**src/rtl/load_store_unit.sv**
```systemverilog
// Load/store unit: turns byte-addressed requests into word-indexed memory
// strobes, doing read-modify-write for sub-word stores and extending loads.
module load_store_unit (
   input  logic        clk,
   input  logic        rst_n,
   input  logic        req_valid,
   output logic        req_ready,
   input  logic        req_write,
   input  logic [1:0]  req_size,
   input  logic        req_unsigned,
   input  logic [31:0] req_addr,
   input  logic [31:0] req_wdata,
   output logic        resp_valid,
   input  logic        resp_ready,
   output logic [31:0] resp_rdata,
   output logic        resp_error,
   output logic [31:0] mem_address,
   output logic [31:0] mem_writeData,
   output logic        mem_memWrite,
   output logic        mem_memRead,
   input  logic [31:0] mem_readData
);

   localparam logic [1:0] IDLE = 2'd0;
   localparam logic [1:0] RD   = 2'd1;
   localparam logic [1:0] WR   = 2'd2;
   localparam logic [1:0] RESP = 2'd3;

   localparam logic [1:0] SZ_B = 2'b00;
   localparam logic [1:0] SZ_H = 2'b01;
   localparam logic [1:0] SZ_W = 2'b10;

   logic [1:0]  state_q, state_d;
   logic [31:0] addr_q;
   logic [15:0] wdata_q;
   logic [1:0]  size_q;
   logic        write_q, uns_q;
   logic        accept, req_illegal;

   logic        mem_read_q, mem_read_d;
   logic        mem_write_q, mem_write_d;
   logic [31:0] mem_addr_q, mem_addr_d;
   logic [31:0] mem_wdata_q, mem_wdata_d;
   logic [31:0] rdata_q, rdata_d;
   logic        error_q, error_d;

   logic [7:0]  byte_sel;
   logic [15:0] half_sel;
   logic [31:0] load_val, merge_val;

   assign accept      = (state_q == IDLE) && req_valid;
   assign req_illegal = (req_size == 2'b11)
                      | ((req_size == SZ_H) & req_addr[0])
                      | ((req_size == SZ_W) & (req_addr[1:0] != 2'b00));

   // Word stores take their data straight from the request, so only the
   // low halfword has to be kept for the merge.
   always_ff @(posedge clk or negedge rst_n) begin
      if (!rst_n) begin
         addr_q  <= '0;
         wdata_q <= '0;
         size_q  <= '0;
         write_q <= 1'b0;
         uns_q   <= 1'b0;
      end else if (accept) begin
         addr_q  <= req_addr;
         wdata_q <= req_wdata[15:0];
         size_q  <= req_size;
         write_q <= req_write;
         uns_q   <= req_unsigned;
      end
   end

   always_comb begin
      case (addr_q[1:0])
         2'd0:    byte_sel = mem_readData[7:0];
         2'd1:    byte_sel = mem_readData[15:8];
         2'd2:    byte_sel = mem_readData[23:16];
         default: byte_sel = mem_readData[31:24];
      endcase
      half_sel = addr_q[1] ? mem_readData[31:16] : mem_readData[15:0];
      case (size_q)
         SZ_B:    load_val = {{24{~uns_q & byte_sel[7]}}, byte_sel};
         SZ_H:    load_val = {{16{~uns_q & half_sel[15]}}, half_sel};
         default: load_val = mem_readData;
      endcase
   end

   always_comb begin
      merge_val = mem_readData;
      if (size_q == SZ_B)
         merge_val[{addr_q[1:0], 3'b000} +: 8] = wdata_q[7:0];
      else
         merge_val[{addr_q[1], 4'b0000} +: 16] = wdata_q;
   end

   // Memory strobes are computed one state ahead so they come out of flops.
   always_comb begin
      state_d     = state_q;
      mem_read_d  = 1'b0;
      mem_write_d = 1'b0;
      mem_addr_d  = '0;
      mem_wdata_d = '0;
      rdata_d     = rdata_q;
      error_d     = error_q;
      case (state_q)
         IDLE: if (req_valid) begin
            rdata_d = '0;
            error_d = req_illegal;
            if (req_illegal) begin
               state_d = RESP;
            end else if (req_write && (req_size == SZ_W)) begin
               state_d     = WR;
               mem_write_d = 1'b1;
               mem_addr_d  = {2'b00, req_addr[31:2]};
               mem_wdata_d = req_wdata;
            end else begin
               state_d    = RD;
               mem_read_d = 1'b1;
               mem_addr_d = {2'b00, req_addr[31:2]};
            end
         end
         RD: if (write_q) begin
            state_d     = WR;
            mem_write_d = 1'b1;
            mem_addr_d  = {2'b00, addr_q[31:2]};
            mem_wdata_d = merge_val;
         end else begin
            state_d = RESP;
            rdata_d = load_val;
         end
         WR: state_d = RESP;
         RESP: if (resp_ready) begin
            state_d = IDLE;
            rdata_d = '0;
            error_d = 1'b0;
         end
         default: state_d = IDLE;
      endcase
   end

   always_ff @(posedge clk or negedge rst_n) begin
      if (!rst_n) begin
         state_q     <= IDLE;
         mem_read_q  <= 1'b0;
         mem_write_q <= 1'b0;
         mem_addr_q  <= '0;
         mem_wdata_q <= '0;
         rdata_q     <= '0;
         error_q     <= 1'b0;
      end else begin
         state_q     <= state_d;
         mem_read_q  <= mem_read_d;
         mem_write_q <= mem_write_d;
         mem_addr_q  <= mem_addr_d;
         mem_wdata_q <= mem_wdata_d;
         rdata_q     <= rdata_d;
         error_q     <= error_d;
      end
   end

   assign req_ready     = (state_q == IDLE);
   assign resp_valid    = (state_q == RESP);
   assign resp_rdata    = rdata_q;
   assign resp_error    = error_q;
   assign mem_address   = mem_addr_q;
   assign mem_writeData = mem_wdata_q;
   assign mem_memWrite  = mem_write_q;
   assign mem_memRead   = mem_read_q;

endmodule

```
**config.mk**
```make
export PLATFORM = sky130hd
export DESIGN_NAME = load_store_unit
export DESIGN_NICKNAME = d
export VERILOG_FILES = /design/src/rtl/load_store_unit.sv
export SDC_FILE = /design/constraint.sdc
export NUM_CORES = 1
export LEC_CHECK = 0
export BUFFER_PORTS_ARGS = -buffer_cell sky130_fd_sc_hd__buf_2
export CORE_UTILIZATION = 50
export DETAILED_ROUTE_END_ITERATION = 16
export PLACE_DENSITY = 0.88
export SKIP_CTS_REPAIR_TIMING = 1
export SLEW_MARGIN = 20
export SYNTH_ARGS = -nofsm -noshare
export SYNTH_HDL_FRONTEND = slang
export SYNTH_SLANG_ARGS = --single-unit
```
**constraint.sdc**
```tcl
create_clock -name clk -period 6.6 [get_ports clk]
set_input_delay 0.99 -clock clk [delete_from_list [all_inputs] [get_ports clk]]
set_output_delay 0.99 -clock clk [all_outputs]
set_load 0.05 [all_outputs]
```
Yosys cells after proc, flatten, opt, wreduce, memory -nomap -nowiden
Index checks and enable logic that the tools add are counted.
- bits in registers: 153
- input bits: 104
- output and inout port bits: 101
- word-level logic and storage cells: 85
- $add $sub $neg: 2
- equal/unequal tests: 12
- shift operators: 4
- multiplexer cells: 37
- bitwise operators: 7
- reduce and logical (&&, ||, !) cells: 11
- operators by type and width (operator ; count):
    $mux 32 ; 8
    $pmux 32 s2 ; 2
    $pmux 32 s3 ; 1
    $mux 30 ; 3
    $bwmux 32 ; 2
    $pmux 30 s2 ; 1
    $shift 16x7->32 const A ; 1
    $shift 8x7->32 const A ; 1
    $shiftx 16x7->32 ; 1
    $shiftx 8x7->32 ; 1
    $pmux 8 s3 ; 1
    $mux 16 ; 1
    $neg 5->7 ; 2
    $mux 1 ; 11
    $eq 2x2->1 const B ; 5
    $eq 2x1->1 const B ; 4
    $mux 2 ; 4
    $pmux 2 s4 ; 1
    $logic_not 2->1 ; 3
    $and 1x1->1 ; 4
    $ne 2x2->1 const B ; 2
    $pmux 1 s2 ; 2
    $reduce_and 4->1 ; 1
    $reduce_bool 2->1 ; 2
    other kinds (7) ; 9

Depth between registers and ports, before layout
Gate-level depths: netlist (run 1).
- depth in word-level cells: 7
- mapped depth: 11
- depth with buffers taken out: 6

Least setup slack after synthesis (run 1)
No wires, ideal clock.
- kind: register to register
- start point: register addr_q[1]
- end point: register rdata_q[16], in the netlist resp_rdata[16]
- library setup time: 0.121 ns
- arrival time: 2.209 ns
- data required time: 6.479 ns
- setup slack: 4.270 ns
- stages on the path, launching flop included: 12
- path buffers: 5
- period minus slack after synthesis: 2.330 ns
- cells stage by stage: dfrtp_1 buf_6 buf_4 buf_2 inv_1 ha_1 buf_6 a22o_1 o2111ai_4 a21oi_4 buf_6 a22o_1
- cells in the longest elaborated chain, start to end: 6
- elaborated cells between the ends (all ways): 10
- those cells by class: eq/ne: 2; mux: 5; bitwise: 2; reduce/logical: 1
- RTL lines (item ; RTL line ; RTL):
    start, declared ; 34 ; logic [31:0] addr_q;
    start signal, assigned ; 66 ; addr_q <= req_addr;
    $eq 2x2->1, or another cell as far along ; 75 ; case (addr_q[1:0])
    $pmux 8 s3 ; 75 ;
    $and 1x1->1 ; 83 ; SZ_B: load_val = {{24{~uns_q & byte_sel[7]}}, byte_sel};
    $pmux 32 s2 * ; 82 ; case (size_q)
    $mux 32 * ; 123 ; RD: if (write_q) begin
    $pmux 32 s3 * ; 106 ; case (state_q)
    end signal, assigned ; 157 ; rdata_q <= rdata_d;
    end, declared ; 44 ; logic [31:0] rdata_q, rdata_d;
Every way passes the cells marked *; elsewhere a longest branch is shown, timed or not. The select of a mux whose other input is x is not followed.
A chain may end at the register's enable or synchronous reset.

Worst setup path in the final report (run 1)
- start point: register state_q[0]
- end point: output req_ready
- cells in the longest elaborated chain, start to end: 1
- RTL lines (item ; RTL line ; RTL):
    start, declared ; 33 ; logic [1:0] state_q, state_d;
    start signal, assigned ; 152 ; state_q <= state_d;
    $logic_not 2->1 ; 162 ; assign req_ready = (state_q == IDLE);
    end, declared ; 7 ; output logic req_ready,
No other way between the ends.

==> results by stage, run 1 <==
Synth:
- The main flop type after synthesis is sky130_fd_sc_hd__dfrtp_1.
- The cell type with the highest aggregate area in the netlist is sky130_fd_sc_hd__dfrtp_1.
- Counting flops with an async set or reset pin after synthesis yields a share of 1.000.
- Sorting the synthesized cells by area gives the leading types as sky130_fd_sc_hd__dfrtp_1 (52%), sky130_fd_sc_hd__nand2_1 (8.0%), sky130_fd_sc_hd__a32o_1 (5.5%), sky130_fd_sc_hd__a22o_1 (3.8%), sky130_fd_sc_hd__nand2b_1 (3.3%).
- The mapped cell area is 0.007289 mm2.
- Counting distinct cell types in the post-synthesis netlist gives 53.
- For this run, the number of Yosys warnings is 0.
- The area share of the leading cell type in the synthesized netlist is 0.5184.
- The synthesis-stage register bit count is 151.
- Counting flops with a built-in enable in the synthesized netlist gives 0.
- In the synthesized netlist, the number of instances is 699.
- Sorting the synthesized cells by how often they occur yields sky130_fd_sc_hd__nand2_1 (156), sky130_fd_sc_hd__dfrtp_1 (151), sky130_fd_sc_hd__a32o_1 (40).
- Of the synthesized area, sequential elements account for 0.5184.
- In this run the mean area of a mapped cell was 10.43 um2.
- The most frequent cell after synthesis is sky130_fd_sc_hd__nand2_1.

Global routing:
- The met2 usage is 0.4642.
- The first global-routing pass estimated 33120 um of wire.
- The global-route congestion overflow total is 0.
- The initial antenna violation count came to 1.
- The maximum number of pins on one net before global-route repair is 83.
- The number of global-route vias before repair came to 6150.
- For this run, the total global-route usage over all layers was measured as 0.2922.
- The global routing met1 resource utilization is 0.3675.
- For this run, global-route usage on met3 was measured as 0.08875.
- The most heavily used metal layer in global routing is met2.

Power and ir drop:
- The power density relative to cell area is 517.2 mW/mm2.
- Of the total power, registers draw 0.318.
- The leakage power figure is 0.004655 uW.
- The share of total power dissipated in combinational logic is 0.454.
- The net switching fraction of the power is 0.4494.
- VDD sags by at most 0.0002667 V.
- Summed over all nets, the switching power comes to 2086 uW.
- The internal portion of the total power is 2556 uW.
- Of the total power, the clock network draws 0.228.

Worst hold path:
- The path class of the lowest-slack min-delay path is reg -> reg.
- The worst hold path begins at addr_q[4]$_DFFE_PN0P_.

Routing:
- The number of antenna-violating nets in the routed design is 0.
- The first-iteration detailed-routing DRC count is 555.
- The count of vias placed by the detailed router is 6362.
- The average wire per cell in the routed design is 19.97 um.
- For this run, the detailed router's first-pass iteration total came to 5.
- After detailed routing, the total wire length is 21330 um.
- In the routed design, unresolved DRC markers number 0.
- The vias per cell is 5.957.

Status:
- The flow ran to the end, and the final reports show no timing, DRC or antenna violations.

Clocking:
- The tree is rooted in a sky130_fd_sc_hd__clkbuf_16.
- The maximum level of the CTS H-tree is 4.
- The latest clock arrival within the worst-skew pair is 0.42 ns.
- TritonCTS built the clock tree.
- Clock tree synthesis found a total of 151 sinks.
- Clock-pin slew was measured on the worst setup and hold paths at 0.06 ns.
- The maximum clock path buffer count is 2.
- In this run, CTS created clock tree buffers numbering 17.

STA:
- At the pin with the least slew margin, the transition time is 0.9244 ns.
- The number of hold violations in the final report came to 0.
- Based on the critical path, the design can be clocked at up to 374.3 MHz.
- Setup repair after global routing left no endpoint under its margin.
- The count of final max-slew check failures was 0.
- Headroom to the max-slew limit came out at 0.3837.
- On the final layout, the worst clock skew is 0.005047 ns.
- In the final timing run, aggregate negative setup slack is 0 ns.
- Of the available clock period, the critical path in the final layout requires 0.4047.
- After layout, the minimum clock period comes to 2.671 ns.
- Setup violations remaining at the end of the flow were counted as 0.

Layout:
- The net count of the finished layout is 990.
- Once layout is done, the placed cells without fillers occupy 0.008975 mm2.
- In the final layout, the share of cells above drive strength 1 is 0.3021.
- Compared with the post-synthesis result, the final layout area differs by 23.12%.

Worst setup path:
- STA classifies the critical path endpoint as an output port.
- STA puts the critical path data required time at 5.61 ns.
- The worst setup path is of the reg -> out kind.
- The startpoint of the worst register-to-register path is addr_q[1]$_DFFE_PN0P_.
- The worst endpoint data arrival time is 1.68 ns.
- STA classifies the critical path startpoint as a register.
- The peak fanout along the critical path is 10.
- Tracing the worst setup path back leads to its startpoint at state_q[0]$_DFFE_PN0P_.

Placed design:
- The count of buffers from port buffering is 202.
- The congestion estimate from routability-driven global placement came to 0.9068.
- The placed wire-length estimate after detailed placement is 14440 um.
- The total placed instance area is 0.008315 mm2.

Run:
- Across the run, the number of max-cap violations was 0.

Die:
- The boundary pin count is 205.
- The width of the die is 122.7 um.
- Measured along the y axis, the die boundary spans 122.7 um.
- The die covers 0.01507 mm2.
- The effective utilization at floorplan is 0.5191.
- The total area inside the core boundary comes to 0.01404 mm2.
- The initialized floorplan defines 43 standard-cell rows.
power by group through the flow:
stage | clock, uW | combinational, uW | sequential (uW)
floorplan | 0 | 1100 | 1980
global placement | 0 | 2030 | 1470
detailed placement | 0 | 2080 | 1480
CTS | 1070 | 2100 | 1470
global route | 1120 | 2270 | 1510
finish | 1060 | 2110 | 1480
cell usage in the layout (no fill, tap or decap), drive strengths merged, types with 3 or more instances in the layout:
cell type	instances
buf	211
nand2	157
dfrtp	151
a32o	40
nand2b	40
a22o	32
o21ai	29
clkbuf	25
a221o	24
a21oi	24
nor2	20
o22ai	14
a221oi	13
inv	13
nor2b	11
ha	11
mux2	11
and2	10
mux2i	8
a222oi	7
o21a	4
bufinv	4
a21o	3
flip-flops by register name, summed over array words and instances (netlist names):
signal and cells:
addr_q 32, mem_writeData 32, resp_rdata 32, mem_address 30, wdata_q 16, size_q 2, state_q 2, mem_memRead 1
mem_memWrite 1, resp_error 1, uns_q 1, write_q 1
worst max-delay path, stage by stage, from the launching register on:
cell and delay [ns]:
sky130_fd_sc_hd__dfrtp_1 0.41, sky130_fd_sc_hd__inv_1 0.12, sky130_fd_sc_hd__ha_1 0.39, sky130_fd_sc_hd__buf_2 0.35
per-layer routing:
layer  up-vias  wire, um
met5         -         0
met4         0       682
met3        44      2085
met2       373     10020
met1      3070      8547
li1       2875         -
final timing paths:
path / end / slack (ns) / depth (start not counted)
max: req_ready / 3.93 / 3
min: addr_q[4]$_DFFE_PN0P_ / 0.47 / 2
max reg2reg: mem_writeData[30]$_DFF_PN0_ / 3.98 / 6
min reg2reg: addr_q[4]$_DFFE_PN0P_ / 0.47 / 2
max in group asynchronous: addr_q[28]$_DFFE_PN0P_ / 4.85 / 2
min in group asynchronous: mem_writeData[26]$_DFF_PN0_ / 0.56 / 1
cell families after synthesis:
group,share of synthesized area
adders and majority gates,0.01888
buffers and inverters,0.04909
muxes,0.02849
other,0.0005144
and+or+nand+nor,0.1641
DFF,0.5184
AOI/OAI and AO/OA,0.2206
cell type report:
type | count | area (um2)
antenna | 1 | 2.502
clock buffer | 25 | 515.5
clock inverter | 6 | 136.4
fill | 1112 | 5067
inverter | 14 | 52.55
multi-input combinational | 480 | 3176
sequential | 151 | 3779
tap | 180 | 225.2
timing repair buffer | 211 | 1089
per-stage QoR:
stage	util	hold slack, ns	setup WS (ns)	power [uW]	cells
2_1_floorplan	-	0.4460	4.270	3083	700
3_3_place_gp	0.5922	0.4567	3.967	3504	1036
3_5_place_dp	0.5922	0.4632	3.849	3564	1036
4_1_cts	0.6386	0.4778	3.904	4639	1067
5_1_grt	0.6390	0.4957	3.758	4889	1067
6_report	0.6391	0.4727	3.929	4642	1068
(Power assumes the default switching activity.)
==> run 2, diff against run 1 <==
==> constraint.sdc (replaced) <==
create_clock -name clk -period 2.6 [get_ports clk]
set_input_delay 0.39 -clock clk [delete_from_list [all_inputs] [get_ports clk]]
set_output_delay 0.39 -clock clk [all_outputs]
set_load 0.05 [all_outputs]
==> run 2 against run 1 <==
First-iteration DRC count rose by 16%. Flip-flop and latch count did not move. Highest routed layer unchanged. Setup slack got worse by 3.7 ns. Cell count rose by 0.94%. Global-route usage fell by 0.23 points. Clock skew rose by 0.00051 ns. Clock power rose by 130%. Critical endpoint is now resp_rdata[16]$_DFFE_PN0P_. Power rose to 2.5 times the previous value. Combinational power rose to 2.5 times the previous value.
==> results by stage, run 2 (synthesis gave the netlist of run 1 again) <==
Die:
- The standard-cell row count is 43 (unchanged).
- The effective utilization at floorplan came to 0.5191 (unchanged).
- The area of the die came to 0.01507 mm2 (unchanged).
- The core box area is 0.01404 mm2 (unchanged).
- The width of the die was 122.7 um (unchanged).
- The boundary pin count is 205 (unchanged).
- The chip height is 122.7 um (unchanged).

Worst setup path:
- The worst endpoint data arrival time is 2.68 ns (+1.00 ns).
- The internal reg-to-reg setup slack is 0.27 ns (-3.71 ns).
- The capturing element type of the critical path is a register.
- The worst setup path is of the reg -> reg kind.
- The number of cells on the worst reg-to-reg path is 6 (unchanged).
- The critical path data required time was 2.95 ns (-2.66 ns).
- Among all stages on the critical path, the largest delay is contributed by sky130_fd_sc_hd__a21oi_4.
- The delay of the slowest cell on the worst path is 0.46 ns (+0.05 ns).
- Walking the worst path, the cells encountered are inv_1, ha_1, a22o_1, o2111ai_4, a21oi_4, a22o_1.
- Counting stages on the worst path, the most repeated cell is sky130_fd_sc_hd__a22o_1.
- The endpoint identified for the worst register-to-register timing path is resp_rdata[16]$_DFFE_PN0P_.
- The peak fanout along the critical path is 16 (+6).
- The startpoint identified for the worst register-to-register timing path is addr_q[0]$_DFFE_PN0P_.
- The startpoint type of the worst setup path is a register.

Layout:
- The net count of the finished layout is 999 (+0.91%).
- The final-layout fill cell count is 1124 (+1.1%).
- The top cell types in the final layout, fill and taps aside, are sky130_fd_sc_hd__buf_2 (201), sky130_fd_sc_hd__nand2_1 (155), sky130_fd_sc_hd__dfrtp_1 (151), sky130_fd_sc_hd__a32o_1 (40), sky130_fd_sc_hd__nand2b_1 (39).
- The share of layout cells above drive strength 1 is 0.3066 (+0.004435).
- The number of standard cells in the final layout excluding fillers is 1078 (+0.94%).
- The total area of multi-input combinational cells is 0.003174 mm2 (about the same).
- The post-route standard cell area excluding fillers came to 0.009002 mm2 (+0.31%).
- Leaving out fill and tap cells, the most frequent cell in the layout is sky130_fd_sc_hd__buf_2.
- The utilization of the core after routing is 0.6411 (+0.001960).
- The register area came to 0.003779 mm2 (unchanged).
- Relative to the synthesized area, the layout overhead comes to 23.50%.

Global routing:
- The initial antenna violation count is 0 (-1).
- The maximum number of pins on one net before global-route repair came to 96 (+16%).
- The global-route wire length before repair is 32550 um (-1.7%).
- The global-route congestion overflow total was 0 (unchanged).
- The number of global-route vias before repair is 6131 (-0.31%).
- The total global routing track utilization is 0.2900 (-0.002271).

Routing:
- The vias per cell is 5.879 (-1.3%).
- The average wire per cell in the routed design is 19.58 um (-2.0%).
- The count of vias placed by the detailed router is 6338 (-0.38%).
- The detailed-routing iteration count for the pre-antenna-repair pass is 5 (unchanged).
- The detailed-route DRC error count came to 0 (unchanged).
- The first-iteration detailed-routing DRC count is 645 (+16%).
- The number of antenna-violating nets in the routed design came to 0 (unchanged).
- The wire length after detailed routing was 21110 um (-1.0%).

STA:
- The number of hold violations in the final report is 0 (unchanged).
- The minimum period implied by the final worst setup slack is 2.329 ns.
- The count of final max-slew check failures is 0 (unchanged).
- The transition time of the tightest slew-check pin came to 0.8531 ns (-0.07129 ns).
- The remaining max-slew budget at the tightest pin is 0.4312 (+0.04752).
- Setup repair after global routing left no endpoint under its margin.
- The final clock period utilization by the worst path is 0.8957.
- The aggregate negative setup slack was 0 ns (unchanged).
- Static timing analysis puts the maximum clock frequency at 429.4 MHz.
- The final setup violation count is 0 (unchanged).
- The largest clock skew in the final design is 0.005556 ns (+0.0005097 ns).
- The final critical-path setup slack was 0.2712 ns (-3.657 ns).

Power and ir drop:
- The maximum ir drop on the vdd rail is 0.0005874 V (+120%).
- The clock network fraction of design power is 0.213 (-0.015).
- The power density relative to cell area is 1294 mW/mm2 (+150%).
- The leakage power figure came to 0.004667 uW (+0.26%).
- The power spent charging and discharging nets is 5343 uW (+160%).
- The net switching fraction of the power is 0.4588 (+0.009388).
- The part of the power in registers is 0.326 (+0.008).
- The internal portion of total power is 6304 uW (+150%).
- The combinational power share came to 0.461 (+0.007).

Placed design:
- The final weighted congestion of routability-driven global placement is 0.9063 (about the same).
- The count of buffers from port buffering is 202 (unchanged).
- The number of cells after detailed placement is 1044 (+0.77%).
- The worst-case setup slack after placement is 0.2910 ns (-3.558 ns).
- The placed wire-length estimate after detailed placement was 14530 um (+0.63%).
- The total placed instance area is 0.008401 mm2 (+1.0%).

Run:
- The count of max-cap constraint violations was 0 (unchanged).

Clocking:
- The number of clock sinks is 151 (unchanged).
- The maximum clock path buffer count is 2 (unchanged).
- The maximum level of the CTS H-tree is 4 (unchanged).
- The cell at the root of the clock tree is sky130_fd_sc_hd__clkbuf_16.
- The total CTS buffers is 17 (unchanged).
- The latest clock arrival within the worst-skew pair is 0.42 ns (about the same).
- The TritonCTS clock tree is done.
- The clock input transition at the sequential cells of the worst setup and hold paths was 0.06 ns (about the same).

Worst hold path:
- In this run the most critical hold path is launched from req_addr[21].
- The worst hold path stage count is 3 (+1).
- In this run the worst hold path is classified as in -> reg.
- For hold timing, the worst endpoint is addr_q[21]$_DFFE_PN0P_.

Status:
- The flow ran to the end, and the final reports show no timing, DRC or antenna violations.
==> run 2: cell types whose count changed in the layout (fill, tap and decap cells not counted), sizes merged <==
cell,before,now
buf,211,219
bufinv,4,3
clkbuf,25,20
clkinv,2,5
clkinvlp,1,4
dlygate4sd3,0,1
inv,13,14
==> run 2: worst max-delay path: cells and delay by family, from the launching register on <==
kind / cells / cell delay, ns
DFF: 1 / 0.44
adders and majority gates: 1 / 0.42
buffers and inverters: 1 / 0.25
AOI/OAI and AO/OA: 4 / 1.17
==> run 2: worst max-delay path by stage <==
| stage | to | cells after the start | startpoint | slack [ns] |
|---|---|---|---|---|
| floorplan | resp_rdata[21]$_DFFE_PN0P_ | 11 | addr_q[1]$_DFFE_PN0P_ | 0.27 |
| global placement | resp_rdata[25]$_DFFE_PN0P_ | 6 | addr_q[0]$_DFFE_PN0P_ | 0.42 |
| detailed placement | resp_rdata[16]$_DFFE_PN0P_ | 6 | addr_q[0]$_DFFE_PN0P_ | 0.29 |
| CTS | resp_rdata[16]$_DFFE_PN0P_ | 6 | addr_q[0]$_DFFE_PN0P_ | 0.27 |
| global route | resp_rdata[16]$_DFFE_PN0P_ | 6 | addr_q[0]$_DFFE_PN0P_ | 0.14 |
| finish | resp_rdata[16]$_DFFE_PN0P_ | 6 | addr_q[0]$_DFFE_PN0P_ | 0.27 |
==> run 2: area by class of cell <==
type,count,area share
Multi-Input combinational cell,480,0.3526
Timing Repair Buffer,220,0.1311
Sequential cell,151,0.4197
Clock inverter,12,0.01696
Antenna cell,1,0.0002780
Inverter,14,0.005837
Tap cell,180,0.02502
Clock buffer,20,0.04851
==> run 2: stage by stage <==
stage                     power, uW  hold slack (ns)
after floorplan                7826          0.09441
after global placement         8983           0.2171
after detailed placement       9120           0.2175
after CTS                     11640          -0.2296
after global routing          12270           0.1661
final                         11650           0.1736
==> run 2: power groups by stage <==
stage          Sequential [uW]  Combinational [uW]  Clock, uW
3_3_place_gp              3770                5220          0
4_1_cts                   3770                5360       2520
3_5_place_dp              3790                5330          0
2_1_floorplan             5030                2790          0
5_1_grt                   3870                5790       2620
6_report                  3790                5370       2480
==> run 2: routing by layer <==
layer  part of all wire  up-vias  track usage
met5                  0        -            0
met4              0.036        0       0.1471
met1               0.40     3045       0.3700
met2               0.45      362       0.4438
li1                   -     2886            -
met3               0.11       45      0.09015
==> run 3, diff against run 2 <==
--- a/config.mk
+++ b/config.mk
@@ -5,7 +5,7 @@
 export SDC_FILE = /design/constraint.sdc
 export NUM_CORES = 1
 export LEC_CHECK = 0
-export BUFFER_PORTS_ARGS = -buffer_cell sky130_fd_sc_hd__buf_2
+export BUFFER_PORTS_ARGS = -buffer_cell sky130_fd_sc_hd__buf_4
 export CORE_UTILIZATION = 50
 export DETAILED_ROUTE_END_ITERATION = 16
 export PLACE_DENSITY = 0.88
==> run 3 against run 2 <==
Routed wire length up 1.7%. Cell count about the same. Global-route usage up 0.58 points. Clock power down 6%. Flip-flop and latch count unchanged. Utilization up 3.4 points. Largest cell class unchanged. Clock skew up 0.0033 ns.
==> results by stage, run 3 (synthesis gave the netlist of run 1 again) <==
Clocking:
- The total CTS buffers came to 17 (unchanged).
- TritonCTS built the clock tree.
- The maximum level of the CTS H-tree is 4 (unchanged).
- The maximum clock path buffer count is 2 (unchanged).
- The latest clock arrival within the worst-skew pair is 0.44 ns (+0.02 ns).
- The cell at the root of the clock tree is sky130_fd_sc_hd__clkbuf_16.
- The number of clock sinks is 151 (unchanged).
- The clock input transition at the sequential cells of the worst setup and hold paths is 0.07 ns (about the same).

Worst setup path:
- The critical path is of the reg -> reg type.
- In this run the critical register-to-register path is captured at resp_rdata[16]$_DFFE_PN0P_.
- The startpoint identified for the worst register-to-register timing path is addr_q[1]$_DFFE_PN0P_.
- Following the worst setup path forward leads to its endpoint at resp_rdata[16]$_DFFE_PN0P_.
- The critical path goes through inv_1, ha_1, a22o_1, o2111ai_4, a21oi_4, a22o_1.
- The internal reg-to-reg setup slack was 0.42 ns (+0.15 ns).
- The worst endpoint data arrival time is 2.54 ns (-0.14 ns).
- Counting stages on the worst path, the most repeated cell is sky130_fd_sc_hd__a22o_1.
- On the critical path, the stage with the largest delay is an instance of sky130_fd_sc_hd__a21oi_4.
- The critical path data required time is 2.96 ns (about the same).
- The delay of the slowest cell on the worst path is 0.45 ns (about the same).
- The number of cells on the worst reg-to-reg path is 6 (unchanged).
- The start point of the critical path is addr_q[1]$_DFFE_PN0P_.
- The capturing element type of the critical path is a register.
- The startpoint type of the worst setup path is a register.
- The peak fanout along the critical path was 16 (unchanged).

Routing:
- The first-iteration detailed-routing DRC count is 499 (-23%).
- The wire length after detailed routing came to 21470 um (+1.7%).
- The detailed-route DRC error count is 0 (unchanged).
- The number of antenna-violating nets in the routed design is 0 (unchanged).
- The average wire per cell in the routed design is 19.89 um (+1.6%).
- The count of vias placed by the detailed router is 6370 (+0.50%).
- The vias per cell is 5.904 (+0.41%).
- The detailed-routing iteration count for the pre-antenna-repair pass is 5 (unchanged).

STA:
- The aggregate negative setup slack was 0 ns (unchanged).
- The number of hold violations in the final report is 0 (unchanged).
- The final setup violation count is 0 (unchanged).
- The achievable clock frequency is 459.0 MHz (+6.9%).
- The remaining max-slew budget at the tightest pin is 0.4387 (+0.007468).
- The largest clock skew in the final design was 0.008881 ns (+0.003324 ns).
- The worst hold slack after final layout is 0.1460 ns (-0.02761 ns).
- The minimum period implied by the final worst setup slack was 2.179 ns (-0.1501 ns).
- Setup repair after global routing left no endpoint under its margin.
- The transition time of the tightest slew-check pin is 0.8419 ns (-0.01120 ns).
- The final clock period utilization by the worst path is 0.8380 (-0.05772).
- The count of final max-slew check failures is 0 (unchanged).

Layout:
- The utilization of the core after routing is 0.6755 (+0.03439).
- The synthesis-to-finish area growth is 30.12%.
- The final-layout fill cell count came to 1064 (-5.3%).
- The share of layout cells above drive strength 1 is 0.3115 (+0.004880).
- In the layout the commonest cells are sky130_fd_sc_hd__buf_4 (218), sky130_fd_sc_hd__nand2_1 (155), sky130_fd_sc_hd__dfrtp_1 (151), sky130_fd_sc_hd__a32o_1 (40), sky130_fd_sc_hd__nand2b_1 (39).
- The net count of the finished layout is 1001 (+0.20%).
- The number of antenna cells inserted is 0 (-1).
- The commonest non-fill, non-tap cell in the layout is sky130_fd_sc_hd__buf_4.
- The number of standard cells in the final layout excluding fillers is 1079 (+0.093%).

Die:
- The width of the die is 122.7 um (unchanged).
- The core box area is 0.01404 mm2 (unchanged).
- The chip height is 122.7 um (unchanged).
- The boundary pin count was 205 (unchanged).
- The effective utilization at floorplan is 0.5191 (unchanged).
- The area of the die is 0.01507 mm2 (unchanged).
- The standard-cell row count was 43 (unchanged).

Power and ir drop:
- The leakage power figure is 0.004752 uW (+1.8%).
- The power density relative to cell area came to 1245 mW/mm2 (-3.8%).
- The overall power consumption was 11810 uW (+1.4%).
- The maximum ir drop on the vdd rail is 0.0007255 V (+24%).

Global routing:
- The global-route wire length before repair is 33100 um (+1.7%).
- The initial antenna violation count is 0 (unchanged).
- The number of global-route vias before repair came to 6195 (+1.0%).
- The maximum number of pins on one net before global-route repair is 67 (-30%).
- The global routing met1 resource utilization was 0.3688 (-0.001186).
- The total global routing track utilization is 0.2957 (+0.005755).
- The global routing stage identified its most utilized layer as met2.
- The met3 usage in global routing is 0.1004 (+0.01022).
- The global-route congestion overflow total is 0 (unchanged).
- The met2 usage is 0.4617 (+0.01791).

Placed design:
- The final weighted congestion of routability-driven global placement came to 0.9165 (+1.1%).
- The placed wire-length estimate after detailed placement came to 15110 um (+4.0%).
- The count of buffers from port buffering was 202 (unchanged).
- The number of cells after detailed placement came to 1046 (+0.19%).

Worst hold path:
- The path class of the lowest-slack min-delay path is in -> reg.

Run:
- The count of max-cap constraint violations is 0 (unchanged).

Status:
- The flow ran to the end, and the final reports show no timing, DRC or antenna violations.
run 3: changes by cell type in the layout (fill, tap and decap cells not counted), sizes merged:
cell	previous run	this run
bufinv	3	0
buf	219	221
clkinv	5	7
clkinvlp	4	3
clkbuf	20	18
inv	14	18
diode	1	0
run 3: through the flow:
stage	cell area [um2]	setup slack, ns
global route	9485	0.3023
global placement	8919	0.5699
CTS	9475	0.4518
finish	9485	0.4213
floorplan	7293	0.2701
detailed placement	8919	0.4945
run 3: worst min-delay path by stage:
stage	endpoint	cells after the start	start	slack, ns
after floorplan	addr_q[0]$_DFFE_PN0P_	0	rst_n	0.09
after global placement	mem_writeData[25]$_DFF_PN0_	1	rst_n	0.37
after detailed placement	mem_writeData[30]$_DFF_PN0_	1	rst_n	0.37
after CTS	mem_writeData[25]$_DFF_PN0_	1	rst_n	-0.09
after global routing	addr_q[5]$_DFFE_PN0P_	3	req_addr[5]	0.14
final	addr_q[22]$_DFFE_PN0P_	3	req_addr[22]	0.15
run 3: critical path, delay by kind of cell (launching register included):
family	cells	cell delay, ns
compound gates	4	1.17
flops	1	0.41
fa+ha+maj	1	0.39
buf+inv	1	0.13
run 3: routing by layer:
metal	vias to the layer above	part of all wire
li1	2900	-
met1	3083	0.40
met2	343	0.47
met3	44	0.11
met4	0	0.031
met5	-	0
run 3: power by group:
| part | internal, uW | total, uW | switching, uW |
|---|---|---|---|
| Clock | 1270 | 2320 | 1050 |
| Combinational | 1950 | 5680 | 3730 |
| Sequential | 3150 | 3810 | 662 |
| Total | 6370 | 11800 | 5450 |
run 3: final cells by class:
cell class                 instances  area (um2)  area share
tap                              180       225.2     0.02374
clock inverter                    14       117.6     0.01240
sequential                       151        3779      0.3984
inverter                          14       52.55    0.005540
clock buffer                      18       439.2     0.04630
multi-input combinational        480        3174      0.3347
timing repair buffer             222        1698      0.1790
